`config.mk`:
```
export PLATFORM = sky130hd
export DESIGN_NAME = div_sequencer
export DESIGN_NICKNAME = d
export VERILOG_FILES = /design/src/rtl/div_sequencer.sv
export SDC_FILE = /design/constraint.sdc
export NUM_CORES = 1
export LEC_CHECK = 0
export BUFFER_PORTS_ARGS = -buffer_cell sky130_fd_sc_hd__buf_4
export CORE_MARGIN = 1.5
export CORE_UTILIZATION = 30
export DETAILED_ROUTE_END_ITERATION = 7
export HOLD_SLACK_MARGIN = 0.15
export RECOVER_POWER = 100
export SYNTH_ARGS = -nofsm -noshare
export SYNTH_HDL_FRONTEND = slang
export SYNTH_SLANG_ARGS = --single-unit
```
`constraint.sdc`:
```
create_clock -name clock -period 4.9 [get_ports clock]
set_input_delay 0.245 -clock clock [delete_from_list [all_inputs] [get_ports clock]]
set_output_delay 0.245 -clock clock [all_outputs]
set_load 0.02 [all_outputs]
```
`src/rtl/div_sequencer.sv`:
```
// Radix-2 restoring divider: one quotient bit per cycle, result strobe WIDTH+3 cycles after start (2 on divide-by-zero).
// Holds F/D/E via StallDiv from accept until the result cycle; a start presented in DONE is accepted back-to-back.
module div_sequencer #(
  parameter int WIDTH = 32
) (
  input  logic             clock,
  input  logic             reset,
  input  logic             StartE,
  input  logic             SignedE,
  input  logic [WIDTH-1:0] SrcAE,
  input  logic [WIDTH-1:0] SrcBE,
  output logic             StallDiv,
  output logic             HasDivE,
  output logic [WIDTH-1:0] DivHiE,
  output logic [WIDTH-1:0] DivLoE,
  output logic             DivByZeroE
);

  localparam int CW = $clog2(WIDTH + 1);

  typedef enum logic [2:0] {IDLE, SETUP, ITER, FIXUP, DONE} state_t;

  state_t           state_q, state_d;
  logic [WIDTH-1:0] a_q, a_d;
  logic [WIDTH-1:0] b_q, b_d;
  logic             sgn_q, sgn_d;
  logic [WIDTH-1:0] rem_q, rem_d;
  logic [WIDTH-1:0] quo_q, quo_d;
  logic [WIDTH-1:0] dvs_q, dvs_d;
  logic [CW-1:0]    cnt_q, cnt_d;
  logic             qneg_q, qneg_d;
  logic             rneg_q, rneg_d;
  logic             has_div_q, has_div_d;
  logic [WIDTH-1:0] div_hi_q, div_hi_d;
  logic [WIDTH-1:0] div_lo_q, div_lo_d;
  logic             dbz_q, dbz_d;

  logic [WIDTH:0]   rem_sh;
  logic [WIDTH-1:0] diff;
  logic             ge;
  logic             neg_a;
  logic             neg_b;

  always_comb begin
    state_d   = state_q;
    a_d       = a_q;
    b_d       = b_q;
    sgn_d     = sgn_q;
    rem_d     = rem_q;
    quo_d     = quo_q;
    dvs_d     = dvs_q;
    cnt_d     = cnt_q;
    qneg_d    = qneg_q;
    rneg_d    = rneg_q;
    has_div_d = 1'b0;
    div_hi_d  = div_hi_q;
    div_lo_d  = div_lo_q;
    dbz_d     = dbz_q;

    // Partial remainder is compared at WIDTH+1 bits; when it is not smaller the
    // true difference is below the divisor, so a WIDTH-bit subtract is exact.
    rem_sh = {rem_q, quo_q[WIDTH-1]};
    ge     = (rem_sh >= {1'b0, dvs_q});
    diff   = rem_sh[WIDTH-1:0] - dvs_q;
    neg_a  = sgn_q & a_q[WIDTH-1];
    neg_b  = sgn_q & b_q[WIDTH-1];

    case (state_q)
      IDLE: begin
        if (StartE) begin
          a_d     = SrcAE;
          b_d     = SrcBE;
          sgn_d   = SignedE;
          state_d = SETUP;
        end
      end
      SETUP: begin
        quo_d  = neg_a ? -a_q : a_q;
        dvs_d  = neg_b ? -b_q : b_q;
        rem_d  = '0;
        qneg_d = neg_a ^ neg_b;
        rneg_d = neg_a;
        cnt_d  = CW'(WIDTH);
        if (b_q == '0) begin
          div_lo_d  = '1;
          div_hi_d  = a_q;
          dbz_d     = 1'b1;
          has_div_d = 1'b1;
          state_d   = DONE;
        end else begin
          state_d   = ITER;
        end
      end
      ITER: begin
        rem_d = ge ? diff : rem_sh[WIDTH-1:0];
        quo_d = {quo_q[WIDTH-2:0], ge};
        cnt_d = cnt_q - CW'(1);
        if (cnt_q == CW'(1)) begin
          state_d = FIXUP;
        end
      end
      FIXUP: begin
        div_lo_d  = qneg_q ? -quo_q : quo_q;
        div_hi_d  = rneg_q ? -rem_q : rem_q;
        dbz_d     = 1'b0;
        has_div_d = 1'b1;
        state_d   = DONE;
      end
      DONE: begin
        if (StartE) begin
          a_d     = SrcAE;
          b_d     = SrcBE;
          sgn_d   = SignedE;
          state_d = SETUP;
        end else begin
          state_d = IDLE;
        end
      end
      default: state_d = IDLE;
    endcase
  end

  always_ff @(posedge clock) begin
    if (reset) begin
      state_q   <= IDLE;
      a_q       <= '0;
      b_q       <= '0;
      sgn_q     <= 1'b0;
      rem_q     <= '0;
      quo_q     <= '0;
      dvs_q     <= '0;
      cnt_q     <= '0;
      qneg_q    <= 1'b0;
      rneg_q    <= 1'b0;
      has_div_q <= 1'b0;
      div_hi_q  <= '0;
      div_lo_q  <= '0;
      dbz_q     <= 1'b0;
    end else begin
      state_q   <= state_d;
      a_q       <= a_d;
      b_q       <= b_d;
      sgn_q     <= sgn_d;
      rem_q     <= rem_d;
      quo_q     <= quo_d;
      dvs_q     <= dvs_d;
      cnt_q     <= cnt_d;
      qneg_q    <= qneg_d;
      rneg_q    <= rneg_d;
      has_div_q <= has_div_d;
      div_hi_q  <= div_hi_d;
      div_lo_q  <= div_lo_d;
      dbz_q     <= dbz_d;
    end
  end

  // Low in a plain DONE cycle so the divide instruction advances with its result.
  assign StallDiv   = ((state_q == IDLE || state_q == DONE) && StartE) ||
                      (state_q == SETUP) || (state_q == ITER) || (state_q == FIXUP);
  assign HasDivE    = has_div_q;
  assign DivHiE     = div_hi_q;
  assign DivLoE     = div_lo_q;
  assign DivByZeroE = dbz_q;

endmodule

```
==> results of run 1 <==
[flip-flops by register name, indices dropped and copies added, names as in the netlist, 3 cells and up]
register	flops
DivLoE	32
state_q	3
dvs_q	32
b_q	32
quo_q	32
cnt_q	6
rem_q	32
a_q	32
DivHiE	32
[synth_stat cells, types with 16 or more instances]
master	number	area (um^2)
a211oi_1	30	225
a21o_1	18	135
a21oi_1	180	901
a221oi_1	31	272
a22oi_1	30	225
a311oi_1	35	307
clkbuf_1	104	390
dfxtp_1	238	4760
ha_1	38	475
inv_1	56	210
nand2_1	341	1280
nand3_1	16	80.1
nor2_1	171	642
nor3_1	30	150
nor4_1	18	113
o21ai_0	89	445
xnor2_1	69	604
xor2_1	75	657
[final cells by class]
cell class / count / area, um^2
Timing Repair Buffer: 216 / 1510
Inverter: 56 / 210
Fill cell: 4585 / 27200
Multi-Input combinational cell: 1332 / 7790
Tap cell: 585 / 732
Clock inverter: 14 / 220
Clock buffer: 35 / 746
Sequential cell: 238 / 4760
[worst max-delay path, cell delays in order, from the launching register on]
cell and delay (ps):
dfxtp_1 370, ha_1 430, nand4_1 170, or3_1 420
a21oi_1 270, o2111ai_1 230, and4_1 270, nor2_1 520
clkbuf_1 500, nand2_1 400, o21ai_0 250
[worst min path at each step]
| stage | to | cells after the start | slack [ps] | start |
|---|---|---|---|---|
| finish | dvs_q[18] | 2 | 460 | dvs_q[18] |
| global route | a_q[27] | 4 | 490 | SrcAE[27] |
| CTS | quo_q[18] | 2 | 230 | reset |
| detailed placement | dvs_q[18] | 2 | 450 | dvs_q[18] |
| global placement | dvs_q[18] | 2 | 450 | dvs_q[18] |
| floorplan | b_q[18] | 2 | 380 | SrcBE[18] |
[timing repair]
item	CTS	global route
setup endpoints to repair	0	0
gates resized for setup	0	0
hold buffers	66	0
hold endpoints to repair	66	0
[cells by family after synthesis]
family,count (synthesis),share of synthesized area
adders and majority gates,39,0.0376
and+or+nand+nor,653,0.213
buffers and inverters,171,0.0490
DFF,238,0.362
xor gates and xnor gates,144,0.0957
AOI/OAI and AO/OA,482,0.233
muxes,14,0.0106
[per-layer routing]
| metal | global-route usage | up-vias | routed length [um] |
|---|---|---|---|
| li1 | - | 6375 | - |
| met1 | 0.259 | 6060 | 20000 |
| met2 | 0.283 | 330 | 18300 |
| met3 | 0.0213 | 49 | 2250 |
| met4 | 0.0408 | 0 | 809 |
| met5 | 0 | - | 0 |
[power by group]
group / internal [uW] / leakage [uW] / switching [uW]
registers: 2040 / 0.00194 / 145
logic: 642 / 0.00367 / 973
clock network: 1340 / 0.000475 / 872
total: 4030 / 0.00608 / 1990
[stage by stage]
stage           util  cell area [um^2]  cells  power, uW
2_1_floorplan      -             13200   1741       3340
3_3_place_gp   0.339             14600   2361       3810
3_5_place_dp   0.339             14600   2361       3820
4_1_cts        0.377             16300   2476       6080
5_1_grt        0.370             16000   2476       6310
6_report       0.370             16000   2476       6020
[layout by cell type (no fill, tap or decap), types with 38 or more instances in the layout]
master / n
a21oi_1: 180
buf_4: 74
clkbuf_1: 76
dfxtp_1: 238
dlygate4sd3_1: 66
ha_1: 38
inv_1: 56
nand2_1: 338
nor2_1: 169
o21ai_0: 89
xnor2_1: 69
xor2_1: 75
==> run metrics, run 1 <==
outcome finished with violations; failing checks capacitance limit, slew limit; critical path startpoint rem_q[9]; Max VDD drop 298 uV; share of cells above drive strength 1 0.0751; Synth Cell Area 0.0132 mm^2; via count 12800; RR Startpoint rem_q[9]; CP required 5400 ps; Post-Synthesis Net Count 1848; H-Tree Depth 1; Die Ht 213 um; end of the critical path rem_q[25]; FMAX 256 MHz; Post-synth EDFFs 0; CTS tree done; Pre-antenna DRT Iters 5; Slew Viols, Final 282; final hold slack 456 ps; antenna viol nets, final 0; Initial Util 0.305; row count 76; clock sink count 238; Worst slew margin -0.656; register bit count reported by yosys 238; drt wl/cell 16.7 um; Vias/cell 5.18; Synth Flop Type dfxtp_1; IO Count 135; Clock transition at path regs 60 ps; crit path DAT 4410 ps; Area Overhead vs Synth 21.2%; Port Buf Inserts 134; Final Cycle Share 0.797; pre-CTS setup slack 1510 ps; static leakage 0.00608 uW; unique cell type count in the Yosys netlist 59; HPWL Detailed 30.0 mm; CTS Buf Count 27; WL final 41.3 mm; Setup Fix Bufs, Post-CTS 0; reg2reg path depth 10; die width 213 um; Worst-Margin Slew 2480 ps; die area 0.0452 mm^2; Setup WS post-layout 993 ps; ANT cells 0; path type of the worst setup path flop to flop; RSZ-0062 raised after global routing false; core area 0.0432 mm^2; setup violators final 0; P per Cell Area 377 mW/mm^2; Overflow after GRT 0; sequential-to-total area share from yosys stat 0.362; largest net degree at the start of global routing 116; clk_lat worst skew 580 ps; Crit. End Element flop; DRC 0; DRT iter0 DRCs 976; routability cong. 0.878; cell count after synthesis 1741; Register-to-Register Setup Slack 990 ps; clk root buf clkbuf_16; Hold Path Class flop to flop; fin crit period 3910 ps; final hold vios 0; vias in the first global route 12000; ys async rst share 0; fin nets 1978; CTS max path bufs 3; initial antenna violation count 0; max-cap viol count 4; yosys warns 0; Critical Path Start Type flop; FF-to-FF End rem_q[25]; first-pass GRT wire length 65.1 mm; Tot GR Track Use 0.179; Mapped Avg Cell Area 7.57 um^2; clk_skew 30.5 ps; setup_tns 0 ps; Max FO, Critical Path 12
(Power assumes the default switching activity.)
==> run 2: changes to the inputs <==
==> constraint.sdc (replaced) <==
create_clock -name clock -period 3.3 [get_ports clock]
set_input_delay 0.165 -clock clock [delete_from_list [all_inputs] [get_ports clock]]
set_output_delay 0.165 -clock clock [all_outputs]
set_load 0.02 [all_outputs]
==> run metrics, run 2 (same netlist as run 1, synthesis figures left out) <==
FMAX 317 MHz (was 256 MHz); fin crit period 3160 ps (was 3910 ps); Slew Viols, Final 110 (was 282); crit path DAT 3620 ps (was 4410 ps); CTS max path bufs 3 (unchanged); WL final 40.7 mm (was 41.3 mm); vias in the first global route 12300 (was 12000); Seq pwr share 0.356 (was 0.364); ANT cells 0 (unchanged); slowest stage cell, crit path or4_4 (was nor2_1); CTS Buf Count 28 (was 27); Tot GR Track Use 0.178 (was 0.179); placed cell area 0.0150 mm^2 (was 0.0146 mm^2); max-cap viol count 2 (was 4); static leakage 0.00640 uW (was 0.00608 uW); Critical Path Start Type flop (unchanged); Pre-antenna DRT Iters 5 (unchanged); HPWL Detailed 29.9 mm (was 30.0 mm); Overflow after GRT 0 (unchanged); setup violators final 0 (unchanged); die width 213 um (unchanged); DRT iter0 DRCs 932 (was 976); most frequent cells in the layout nand2_1 (338), dfxtp_1 (238), a21oi_1 (180) (unchanged); Clock transition at path regs 60 ps (about the same); clk_lat worst skew 550 ps (was 580 ps); failing checks capacitance limit, slew limit (unchanged); crit-path cells or4_4 > nor3_2 > nand2b_1 > or4_4 > or4_4 > or3_4 > o31ai_4 > xnor2_1 > a211oi_1 (was ha_1 > nand4_1 > or3_1 > a21oi_1 > o2111ai_1 > and4_1 > nor2_1 > clkbuf_1 > nand2_1 > o21ai_0); initial antenna violation count 0 (unchanged); clock sink count 238 (unchanged); clk_skew 17.6 ps (was 30.5 ps); Pwr Total 9020 uW (was 6020 uW); largest net degree at the start of global routing 104 (was 116); core area 0.0432 mm^2 (unchanged); Worst-Margin Slew 1530 ps (was 2480 ps); Port Buf Inserts 134 (unchanged); die area 0.0452 mm^2 (unchanged); H-Tree Depth 1 (unchanged); Vias/cell 5.12 (was 5.18); clk root buf clkbuf_16 (unchanged); Die Ht 213 um (unchanged); Hold Path Class input pin to flop (was flop to flop); drt wl/cell 16.1 um (was 16.7 um); switching portion of total power 0.322 (was 0.331); fin area 0.0165 mm^2 (was 0.0160 mm^2); fin cells 2533 (was 2476); CTS tree done (unchanged); Seq. cell area 0.00476 mm^2 (unchanged); Most common cell on crit path or4_4; IO Count 135 (unchanged); Crit. End Element flop (unchanged); most common cell after layout, fill and taps aside nand2_1 (unchanged); final hold vios 0 (unchanged); path type of the worst setup path flop to flop (unchanged); Area Overhead vs Synth 25.0% (was 21.2%); Max FO, Critical Path 7 (was 12); Int Pwr 6120 uW (was 4030 uW); Max VDD drop 423 uV (was 298 uV); Inst Count DP 2410 (was 2361); RSZ-0062 raised after global routing false (unchanged); fin nets 2036 (was 1978); first-pass GRT wire length 65.2 mm (was 65.1 mm); Setup WS post-layout 142 ps (was 993 ps); setup_tns 0 ps (unchanged); Register-to-Register Setup Slack 140 ps (was 990 ps); share of cells above drive strength 1 0.101 (was 0.0751); Final Cycle Share 0.957 (was 0.797); Multi-input gate area 0.00780 mm^2 (was 0.00779 mm^2); Psw 2900 uW (was 1990 uW); via count 13000 (was 12800); CP required 3770 ps (was 5400 ps); routability cong. 0.866 (was 0.878); row count 76 (unchanged); Gate power share 0.278 (was 0.268); antenna viol nets, final 0 (unchanged); P per Cell Area 548 mW/mm^2 (was 377 mW/mm^2); Initial Util 0.305 (unchanged); Worst slew margin -0.0218 (was -0.656); CP peak stage delay 570 ps (was 520 ps); Clock power frac 0.366 (was 0.368); outcome finished with violations (unchanged); DRC 0 (unchanged); number of fillers in the final layout 4598 (was 4585); pre-CTS setup slack 164 ps (was 1510 ps)
-- run 2: cell count changes in the layout (fill, tap and decap cells not counted), sizes merged --
cell         before  now
bufinv            5    4
clkinv            7    6
clkinvlp          1    0
buf              74  126
dlygate4sd3      66   74
-- run 2: per-layer routing --
| layer | vias up | track usage | wire length [um] |
|---|---|---|---|
| met3 | 39 | 0.0207 | 1860 |
| met1 | 6104 | 0.258 | 20200 |
| met4 | 0 | 0.0379 | 684 |
| li1 | 6486 | - | - |
| met2 | 328 | 0.281 | 18000 |
| met5 | - | 0 | 0 |
-- run 2: cell type report --
cell class / count / area share
Multi-Input combinational cell: 1332 / 0.473
Sequential cell: 238 / 0.289
Timing Repair Buffer: 273 / 0.120
Clock buffer: 38 / 0.0498
Tap cell: 585 / 0.0444
Inverter: 56 / 0.0128
Clock inverter: 11 / 0.0101
-- run 2: worst max-delay path: cells and delay by family, from the launching register on --
kind / cells / cell delay (ps)
XOR/XNOR: 1 / 90
AND/OR/NAND/NOR: 6 / 2210
AO/OA/AOI/OAI: 2 / 390
flip-flops: 1 / 370
-- run 2: final timing paths --
path	startpoint	end	cells after the start
setup / recovery	quo_q[10]	DivLoE[31]	9
setup reg to reg	quo_q[10]	DivLoE[31]	9
hold / removal	SrcBE[11]	b_q[11]	4
hold reg to reg	dvs_q[18]	dvs_q[18]	2
-- run 2: repair_timing --
item,in CTS,in global routing
hold buffers,74,0
setup endpoints to repair,0,4
endpoints found under the hold margin,77,0
resized for setup,0,2
buffers inserted,0,0
-- run 2: power by group through the flow --
stage	clock network, uW	logic [uW]	registers [uW]
floorplan	0	1710	3250
global route	3470	2790	3240
global placement	0	2470	3270
detailed placement	0	2490	3280
finish	3300	2510	3220
CTS	3360	2570	3210
-- run 2: metrics by stage --
stage | util | hold WS, ps
final | 0.381 | 407
after global routing | 0.381 | 416
after CTS | 0.388 | 391
after detailed placement | 0.348 | 421
after global placement | 0.348 | 412
after floorplan | - | 301
==> run 3: changes to the inputs <==
--- a/config.mk
+++ b/config.mk
@@ -6,6 +6,7 @@
 export NUM_CORES = 1
 export LEC_CHECK = 0
 export BUFFER_PORTS_ARGS = -buffer_cell sky130_fd_sc_hd__buf_4
+export CORE_ASPECT_RATIO = 1.1
 export CORE_MARGIN = 1.5
 export CORE_UTILIZATION = 30
 export DETAILED_ROUTE_END_ITERATION = 7
==> run metrics, run 3 (same netlist as run 1, synthesis figures left out) <==
outcome finished with violations (unchanged); failing checks capacitance limit, slew limit (unchanged); Min-Delay Path Depth 4 (unchanged); CTS tree done (unchanged); vias in the first global route 12600 (was 12300); pre-CTS setup slack 192 ps (was 164 ps); HPWL Detailed 30.8 mm (was 29.9 mm); crit-path cells or4_4 > nor3_2 > nand2b_1 > or4_4 > or4_4 > or3_1 > o31ai_4 > xnor2_1 > a211oi_1 (was or4_4 > nor3_2 > nand2b_1 > or4_4 > or4_4 > or3_4 > o31ai_4 > xnor2_1 > a211oi_1); Critical Path Start Type flop (unchanged); largest net degree at the start of global routing 154 (was 104); final hold vios 0 (unchanged); Clock transition at path regs 60 ps (about the same); fin cells 2539 (was 2533); most frequent cells in the layout nand2_1 (339), dfxtp_1 (238), a21oi_1 (180) (was nand2_1 (338), dfxtp_1 (238), a21oi_1 (180)); Pre-antenna DRT Iters 5 (unchanged); P per Cell Area 533 mW/mm^2 (was 548 mW/mm^2); setup violators final 0 (unchanged); core area 0.0433 mm^2 (was 0.0432 mm^2); clk_lat worst skew 550 ps (about the same); fin nets 2053 (was 2036); clock sink count 238 (unchanged); max-cap viol count 1 (was 2); Slew Viols, Final 154 (was 110); CP top delay family simple AND/OR/NAND/NOR gates (unchanged); Port Buf Inserts 134 (unchanged); Worst-Margin Slew 1710 ps (was 1530 ps); IO Count 135 (unchanged); RR Startpoint quo_q[11] (was quo_q[10]); slowest stage cell, crit path or4_4 (unchanged); WL final 41.4 mm (was 40.7 mm); fin crit period 3160 ps (about the same); initial antenna violation count 0 (unchanged); path type of the worst setup path flop to flop (unchanged); Most common cell on crit path or4_4 (unchanged); Initial Util 0.304 (was 0.305); worst path buffer plus inverter count 0 (unchanged); crit path DAT 3510 ps (was 3620 ps); clk root buf clkbuf_16 (unchanged); Overflow after GRT 0 (unchanged); antenna viol nets, final 0 (unchanged); CP peak stage delay 550 ps (was 570 ps); routability cong. 0.878 (was 0.866); Die Ht 223 um (was 213 um); share of cells above drive strength 1 0.107 (was 0.101); Area Overhead vs Synth 25.8% (was 25.0%); Tot GR Track Use 0.181 (was 0.178); FMAX 317 MHz (about the same); Worst slew margin -0.140 (was -0.0218); hold endpoint b_q[19] (was b_q[11]); most common cell after layout, fill and taps aside nand2_1 (unchanged); critical path startpoint quo_q[11] (was quo_q[10]); ANT cells 0 (unchanged); FF-to-FF End DivLoE[31] (unchanged); static leakage 0.00649 uW (was 0.00640 uW); clk_skew 15.6 ps (was 17.6 ps); H-Tree Depth 1 (unchanged); Vias/cell 5.08 (was 5.12); Hold Path Class input pin to flop (unchanged); drt wl/cell 16.3 um (was 16.1 um); RSZ-0062 raised after global routing false (unchanged); setup_tns 0 ps (unchanged); Register-to-Register Setup Slack 140 ps (about the same); row count 80 (was 76); Inst Count DP 2405 (was 2410); Crit. End Element flop (unchanged); DRT iter0 DRCs 735 (was 932); DRC 0 (unchanged); via count 12900 (was 13000); Max FO, Critical Path 6 (was 7); Max VDD drop 348 uV (was 423 uV); CP required 3650 ps (was 3770 ps); reg2reg path depth 9 (unchanged); hold path start SrcBE[19] (was SrcBE[11]); CTS Buf Count 27 (was 28); Final Cycle Share 0.957 (about the same); Setup WS post-layout 142 ps (about the same); die area 0.0452 mm^2 (about the same); CTS max path bufs 3 (unchanged); Pwr Total 8830 uW (was 9020 uW); first-pass GRT wire length 66.9 mm (was 65.2 mm); die width 203 um (was 213 um)
-- run 3: cell types whose count changed in the layout (fill, tap and decap cells not counted), sizes merged --
cell         before  now
buf             126  136
bufinv            4    3
inv              57   56
clkinv            6   10
clkinvlp          0    2
clkbuf          111  103
dlygate4sd3      74   85
-- run 3: report_power, final --
group          internal (uW)  switching (uW)  total (uW)  leakage, uW
clock network           1810            1250        3060     0.000446
logic                   1100            1460        2560      0.00411
registers               3030             182        3220      0.00194
total                   5950            2880        8830      0.00649
-- run 3: through the flow --
step / hold slack, ps / utilization / cell area [um^2]
5_1_grt: 416 / 0.382 / 16600
4_1_cts: 389 / 0.388 / 16800
2_1_floorplan: 301 / - / 13200
3_5_place_dp: 421 / 0.348 / 15100
6_report: 408 / 0.382 / 16600
3_3_place_gp: 417 / 0.348 / 15100
-- run 3: layout make-up --
| type | count | area (um^2) |
|---|---|---|
| clock buffer | 33 | 738 |
| clock inverter | 15 | 155 |
| timing repair buffer | 291 | 2180 |
| inverter | 56 | 210 |
| fill | 4566 | 26800 |
| sequential | 238 | 4760 |
| tap | 574 | 718 |
| multi-input combinational | 1332 | 7810 |
-- run 3: per-layer routing --
metal  global-route usage  part of all wire
met5                    0                 0
met4               0.0540             0.026
met3               0.0207             0.040
met2                0.331              0.50
met1                0.219              0.43
-- run 3: tightest hold or removal path, cell delays in order --
cell	delay [ps]
dlygate4sd3_1	520
buf_4	90
nand2_1	40
a21oi_1	100
-- run 3: timing repair --
item                                   in CTS  in global routing
setup buffers                               0                  1
endpoints found under the hold margin     101                  0
setup endpoints to repair                   0                 24
gates resized for setup                     0                  6
hold buffers                               85                  0
-- run 3: worst max path at each step --
stage                            end  slack, ps  depth (start not counted)
after floorplan           DivLoE[31]        310                          9
after global placement    DivLoE[31]        190                          9
after detailed placement  DivHiE[17]        190                         10
after CTS                 DivHiE[17]        160                         10
after global routing      DivHiE[17]          6                         10
final                     DivLoE[31]        140                          9
